===== src/rtl/mttkrp_pkg.sv =====
// Shared types for the MTTKRP datapath blocks.
package mttkrp_pkg;

  typedef enum logic [1:0] {
    IDLE  = 2'd0,
    ACC   = 2'd1,
    DRAIN = 2'd2
  } row_acc_state_t;

endpackage


===== src/rtl/rank_vec_add.sv =====
// Combinational element-wise adder over a rank-wide vector; each lane wraps modulo 2^N.
module rank_vec_add #(
  parameter int RANK_FACTOR_MATRIX = 16,
  parameter int N                  = 32
) (
  input  logic [RANK_FACTOR_MATRIX-1:0][N-1:0] a,
  input  logic [RANK_FACTOR_MATRIX-1:0][N-1:0] b,
  output logic [RANK_FACTOR_MATRIX-1:0][N-1:0] sum
);

  for (genvar j = 0; j < RANK_FACTOR_MATRIX; j++) begin : g_lane
    // Lanes are independent: no carry crosses an element boundary.
    assign sum[j] = a[j] + b[j];
  end

endmodule


===== src/rtl/mttkrp_row_accum.sv =====
// Merges consecutive same-index partial-sum vectors into one output row,
// emitting on index change or last-marker, with valid/ready on both sides.
module mttkrp_row_accum
  import mttkrp_pkg::*;
#(
  parameter int RANK_FACTOR_MATRIX = 16,
  parameter int N                  = 32,
  parameter int IDX_W              = 20,
  parameter int CNT_W              = 16
) (
  input  logic                                 clk,
  input  logic                                 rst,
  input  logic                                 in_avl,
  output logic                                 in_rdy,
  input  logic [IDX_W-1:0]                     in_idx,
  input  logic                                 in_last,
  input  logic [RANK_FACTOR_MATRIX-1:0][N-1:0] in_data,
  output logic                                 out_avl,
  input  logic                                 out_rdy,
  output logic [IDX_W-1:0]                     out_idx,
  output logic [CNT_W-1:0]                     out_cnt,
  output logic [RANK_FACTOR_MATRIX-1:0][N-1:0] out_data
);

  typedef logic [RANK_FACTOR_MATRIX-1:0][N-1:0] vec_t;

  row_acc_state_t   state_q, state_d;
  vec_t             acc_q, acc_d;
  logic [IDX_W-1:0] acc_idx_q, acc_idx_d;
  logic [CNT_W-1:0] acc_cnt_q, acc_cnt_d;
  logic             out_avl_q, out_avl_d;
  logic [IDX_W-1:0] out_idx_q, out_idx_d;
  logic [CNT_W-1:0] out_cnt_q, out_cnt_d;
  vec_t             out_data_q, out_data_d;

  logic             slot_free, accept, same_idx;
  logic [CNT_W-1:0] cnt_inc;
  vec_t             sum_vec;

  logic             emit, load_beat, acc_add;
  logic [IDX_W-1:0] emit_idx;
  logic [CNT_W-1:0] emit_cnt;
  vec_t             emit_data;

  rank_vec_add #(
    .RANK_FACTOR_MATRIX (RANK_FACTOR_MATRIX),
    .N                  (N)
  ) u_add (
    .a   (acc_q),
    .b   (in_data),
    .sum (sum_vec)
  );

  // in_rdy is gated even for same-index beats, keeping it independent of in_idx.
  assign slot_free = ~out_avl_q | out_rdy;
  assign in_rdy    = (state_q != DRAIN) & slot_free;
  assign accept    = in_avl & in_rdy;
  assign same_idx  = (in_idx == acc_idx_q);
  assign cnt_inc   = (acc_cnt_q == {CNT_W{1'b1}}) ? acc_cnt_q : acc_cnt_q + CNT_W'(1);

  assign out_avl  = out_avl_q;
  assign out_idx  = out_idx_q;
  assign out_cnt  = out_cnt_q;
  assign out_data = out_data_q;

  // NOTE: sequential state uses non-blocking assignments so every flop samples
  // pre-edge values regardless of statement order.
  always_ff @(posedge clk) begin
    if (!rst) begin
      state_q    <= IDLE;
      acc_q      <= '0;
      acc_idx_q  <= '0;
      acc_cnt_q  <= '0;
      out_avl_q  <= 1'b0;
      out_idx_q  <= '0;
      out_cnt_q  <= '0;
      out_data_q <= '0;
    end else begin
      state_q    <= state_d;
      acc_q      <= acc_d;
      acc_idx_q  <= acc_idx_d;
      acc_cnt_q  <= acc_cnt_d;
      out_avl_q  <= out_avl_d;
      out_idx_q  <= out_idx_d;
      out_cnt_q  <= out_cnt_d;
      out_data_q <= out_data_d;
    end
  end

  // NOTE: every combinational output gets a default first so no path infers a latch.
  always_comb begin
    state_d = state_q;
    unique case (state_q)
      IDLE:    if (accept && !in_last) state_d = ACC;
      ACC:     if (accept && in_last)  state_d = same_idx ? IDLE : DRAIN;
      DRAIN:   if (slot_free)          state_d = IDLE;
      default: state_d = IDLE;
    endcase
  end

  always_comb begin
    emit      = 1'b0;
    load_beat = 1'b0;
    acc_add   = 1'b0;
    emit_idx  = acc_idx_q;
    emit_cnt  = acc_cnt_q;
    emit_data = acc_q;
    unique case (state_q)
      IDLE: begin
        if (accept) begin
          if (in_last) begin
            emit      = 1'b1;
            emit_idx  = in_idx;
            emit_cnt  = CNT_W'(1);
            emit_data = in_data;
          end else begin
            load_beat = 1'b1;
          end
        end
      end
      ACC: begin
        if (accept) begin
          if (same_idx && in_last) begin
            emit      = 1'b1;
            emit_cnt  = cnt_inc;
            emit_data = sum_vec;
          end else if (same_idx) begin
            acc_add = 1'b1;
          end else begin
            // Old row leaves on the same edge the new index is loaded.
            emit      = 1'b1;
            load_beat = 1'b1;
          end
        end
      end
      DRAIN:   emit = slot_free;
      default: ;
    endcase
  end

  always_comb begin
    acc_d      = acc_q;
    acc_idx_d  = acc_idx_q;
    acc_cnt_d  = acc_cnt_q;
    out_avl_d  = out_avl_q;
    out_idx_d  = out_idx_q;
    out_cnt_d  = out_cnt_q;
    out_data_d = out_data_q;

    if (load_beat) begin
      acc_d     = in_data;
      acc_idx_d = in_idx;
      acc_cnt_d = CNT_W'(1);
    end else if (acc_add) begin
      acc_d     = sum_vec;
      acc_cnt_d = cnt_inc;
    end

    // emit only fires when the slot is free, so a held row is never overwritten.
    if (emit) begin
      out_avl_d  = 1'b1;
      out_idx_d  = emit_idx;
      out_cnt_d  = emit_cnt;
      out_data_d = emit_data;
    end else if (out_rdy) begin
      out_avl_d = 1'b0;
    end
  end

endmodule

===== config.mk =====
export PLATFORM = sky130hd
export DESIGN_NAME = mttkrp_row_accum
export DESIGN_NICKNAME = d
export VERILOG_FILES = /design/src/rtl/mttkrp_pkg.sv /design/src/rtl/rank_vec_add.sv /design/src/rtl/mttkrp_row_accum.sv
export SDC_FILE = /design/constraint.sdc
export NUM_CORES = 2
export LEC_CHECK = 0
export ABC_CLOCK_PERIOD_IN_PS = 3450
export CAP_MARGIN = 40
export CORE_AREA = 5 5 422 424
export DETAILED_ROUTE_END_ITERATION = 8
export DIE_AREA = 0 0 427 429
export PLACE_DENSITY_LB_ADDON = 0.05
export SLEW_MARGIN = 20
export SYNTH_ARGS = -nofsm -noshare
export SYNTH_HDL_FRONTEND = slang
export SYNTH_SLANG_ARGS = --single-unit

===== constraint.sdc =====
create_clock -name clk -period 3.45 [get_ports clk]
set_input_delay 0.69 -clock clk [delete_from_list [all_inputs] [get_ports clk]]
set_output_delay 0.69 -clock clk [all_outputs]
set_load 0.005 [all_outputs]

==> impl_metrics.ini <==
[drt]
viasPerCell = 6.00
via_count = 82481
drt_first_pass_iters = 9
first_iter_violations = 7599
routed_wl_mm = 325
ant_nets = 0
drc = 0
drt-wirelength-per-cell_um = 23.7

[synth]
ys_warn_count = 0
netlist_instances = 9067
ys_types = 108
synth_seq_cells = 1099
synthArstFlopShare = 0
syn_area_um2 = 72400
yosys_most_used_dff = dfxtp_1
seq_area_frac_synth = 0.304
synth_nets = 10117
avgSynthCellArea_um2 = 7.98
synth_edf_count = 0

[sta]
post-route-period-util = 0.989
hold_viol_final = 0
rsz0062_at_grt = yes
fin_crit_ns = 3.41
relSlewSlack = 0.488
tightest_slew_ns = 0.768
slew_viol_final = 0
whs_ns = 0.284
finalSetupViolCount = 0
finClkSkew_ns = 0.0236
max_freq_ghz = 0.293

[worst_setup_path]
cp-start-kind = register
max_stage_delay_ns = 0.44
worstSetupPathType = reg -> reg
endpoint_kind = register
critical_path.most_common_cell = buf_4
crit_required_ns = 4.11
worstPathArrival_ns = 4.07
critical_path_buf_inv_count = 3
worstPathCellList = ha_4, fa_2, a211oi_2, buf_4, o21a_1, o211ai_1, a2111oi_2, buf_4, nor2_4, a31oi_4, a211oi_2, buf_4, xnor2_2, nor2_1, a221oi_2, nor2_1
worstPathMaxFanout = 3
path_delay_family = compound AO/OA/AOI/OAI gates
critPathSlowestCell = a2111oi_2

[clocking]
cts.htree.levels = 4
cts_sinks = 1099
cts_tree = built
cts.path.max_buffers = 3
cts_inserted_buffers = 140
cts.reportedPaths.clkPinSlew_ns = 0.06
clock_latency_ns = 0.81
root_buffer = clkbuf_16

[placement]
post-dp-hpwl_mm = 241
io_buffer_count = 1086
gp_congestion = 0.957
placed_cell_area_um2 = 97600

[layout]
synthToLayoutAreaGrowth_pct = 43.4
drive_above_1_share = 0.187
final_common_cell = buf_4
final_area_um2 = 104000
num-nets-final = 12257
fill_cells = 15850
layout_common_cells = 1,466 x buf_4, 1,093 x dfxtp_1, 1,081 x a21oi_1

[worst_hold_path]
hold_path_class = in -> reg

[floorplan]
io_pins = 1087
initial_core_util = 0.417
die_area_um2 = 183000
die_h_um = 429
core_area_um2 = 173000
rows = 153
die_x_um = 427

[pwr]
p_clk_frac = 0.368
p_leak_nw = 42.4
internal_power_mw = 30.4
power_switching_mw = 14.1
ir_drop_uv = 524
power_mw = 44.5
sw_frac_of_total = 0.317
combPwrFrac = 0.306
p_per_area_nw_per_um2 = 429
p_seq_frac = 0.326

[run]
cap_violations = 0

[global_route]
antenna_found_initial = 125
grt_pass1_wl_mm = 484
grt_pass1_vias = 80072
overflow = 0
grt_max_degree = 118
grt_usage = 0.334

[status]
status = completed
-- routing by layer --
| metal | vias up | track usage | part of all wire |
|---|---|---|---|
| met3 | 714 | 0.0644 | 0.068 |
| met1 | 39654 | 0.395 | 0.40 |
| met2 | 3032 | 0.541 | 0.46 |
| met5 | - | 0 | 0.00081 |
| met4 | 40 | 0.239 | 0.074 |
| li1 | 39041 | - | - |
-- flip-flops by register name, indices dropped and copies added, names as in the netlist --
| name | count |
|---|---|
| acc_cnt_q | 16 |
| acc_idx_q | 20 |
| acc_q | 512 |
| out_avl | 1 |
| out_cnt | 16 |
| out_data | 512 |
| out_idx | 20 |
| state_q | 2 |
-- layout make-up --
type / count / area [µm²] / area share
timing repair buffer: 2707 / 25000 / 0.241
clock inverter: 53 / 837 / 0.00806
inverter: 128 / 488 / 0.00470
clock buffer: 206 / 4240 / 0.0409
antenna: 89 / 223 / 0.00215
multi-input combinational: 7131 / 48100 / 0.464
sequential: 1099 / 22000 / 0.212
tap: 2325 / 2910 / 0.0280
-- cells in the mapped netlist (all sizes together) (38+ instances only) --
cell type	count	area (µm²)
o21bai	74	556
nor2b	46	288
a221oi	215	1910
a311oi	43	383
nand2b	49	307
o21ai	545	2740
dfxtp	1099	22000
a31oi	102	668
inv	128	480
ha	497	6220
a21o	270	2030
nor2	867	3250
and3	58	368
o21a	64	480
nor3	109	546
a211oi	309	2340
clkbuf	638	2390
a22oi	492	3690
o22ai	38	244
xnor2	330	2890
a21oi	1111	5560
buf	71	319
xor2	152	1330
nand3	109	546
a222oi	303	3030
o211ai	52	390
nand2	782	2940
nand4	57	372
-- cells by family (layout without fill, tap and decap cells) --
family / count (synthesis) / count (layout) / synth area share
XOR/XNOR: 483 / 483 / 0.0586
multiplexers: 22 / 22 / 0.00320
AO/OA/AOI/OAI: 3861 / 3861 / 0.363
AND/OR/NAND/NOR: 2252 / 2252 / 0.136
adder cells (fa/ha/maj): 513 / 513 / 0.0903
flip-flops: 1099 / 1099 / 0.304
buffers and inverters: 837 / 3094 / 0.0441
other: 0 / 89 / 0
-- power by group through the flow --
stage	Combinational, mW	Clock, mW	Sequential, mW
after floorplan	6.75	0	14.6
after global placement	13.1	0	14.7
after detailed placement	13.3	0	14.8
after CTS	13.3	16.6	14.5
after global routing	14.7	17.2	14.6
final	13.6	16.4	14.5
-- repair_timing --
action / 4_1_cts / 5_1_grt
cloned: 0 / 1
hold buffers: 0 / 0
setup buffers: 0 / 16
endpoints found under the setup margin: 15 / 173
pin swaps: 3 / 98
gates resized for setup: 10 / 164
-- metrics by stage --
stage / setup slack (ns) / utilization / cells / setup TNS (ns)
floorplan: 0.00219 / - / 9067 / 0
global placement: -1.09 / 0.563 / 13373 / -572.22
detailed placement: -1.05 / 0.563 / 13373 / -599.53
CTS: 0.00955 / 0.592 / 13632 / 0
global route: -0.152 / 0.598 / 13724 / -0.917
finish: 0.0378 / 0.599 / 13738 / 0
-- worst register-to-register path, cell delays in order (launching register included) --
cell       delay, ns
dfxtp_4         0.36
ha_4            0.17
fa_2            0.38
a211oi_2        0.24
buf_4           0.14
o21a_1          0.15
o211ai_1        0.18
a2111oi_2       0.45
buf_4           0.20
nor2_4          0.04
a31oi_4         0.19
a211oi_2        0.12
buf_4           0.16
xnor2_2         0.15
nor2_1          0.08
a221oi_2        0.19
nor2_1          0.07
-- worst paths after layout --
kind	start	end	slack (ns)	cells past startpoint
hold reg to reg	out_cnt[0]$_SDFFE_PN0P_	out_cnt[0]$_SDFFE_PN0P_	0.45	2
hold / removal	rst	out_data[216]$_SDFFE_PN0P_	0.28	3
setup reg to reg	acc_q[64]$_SDFFE_PN0P_	acc_q[92]$_SDFFE_PN0P_	0.04	16
setup / recovery	acc_q[64]$_SDFFE_PN0P_	acc_q[92]$_SDFFE_PN0P_	0.04	16
(Power assumes the default switching activity.)
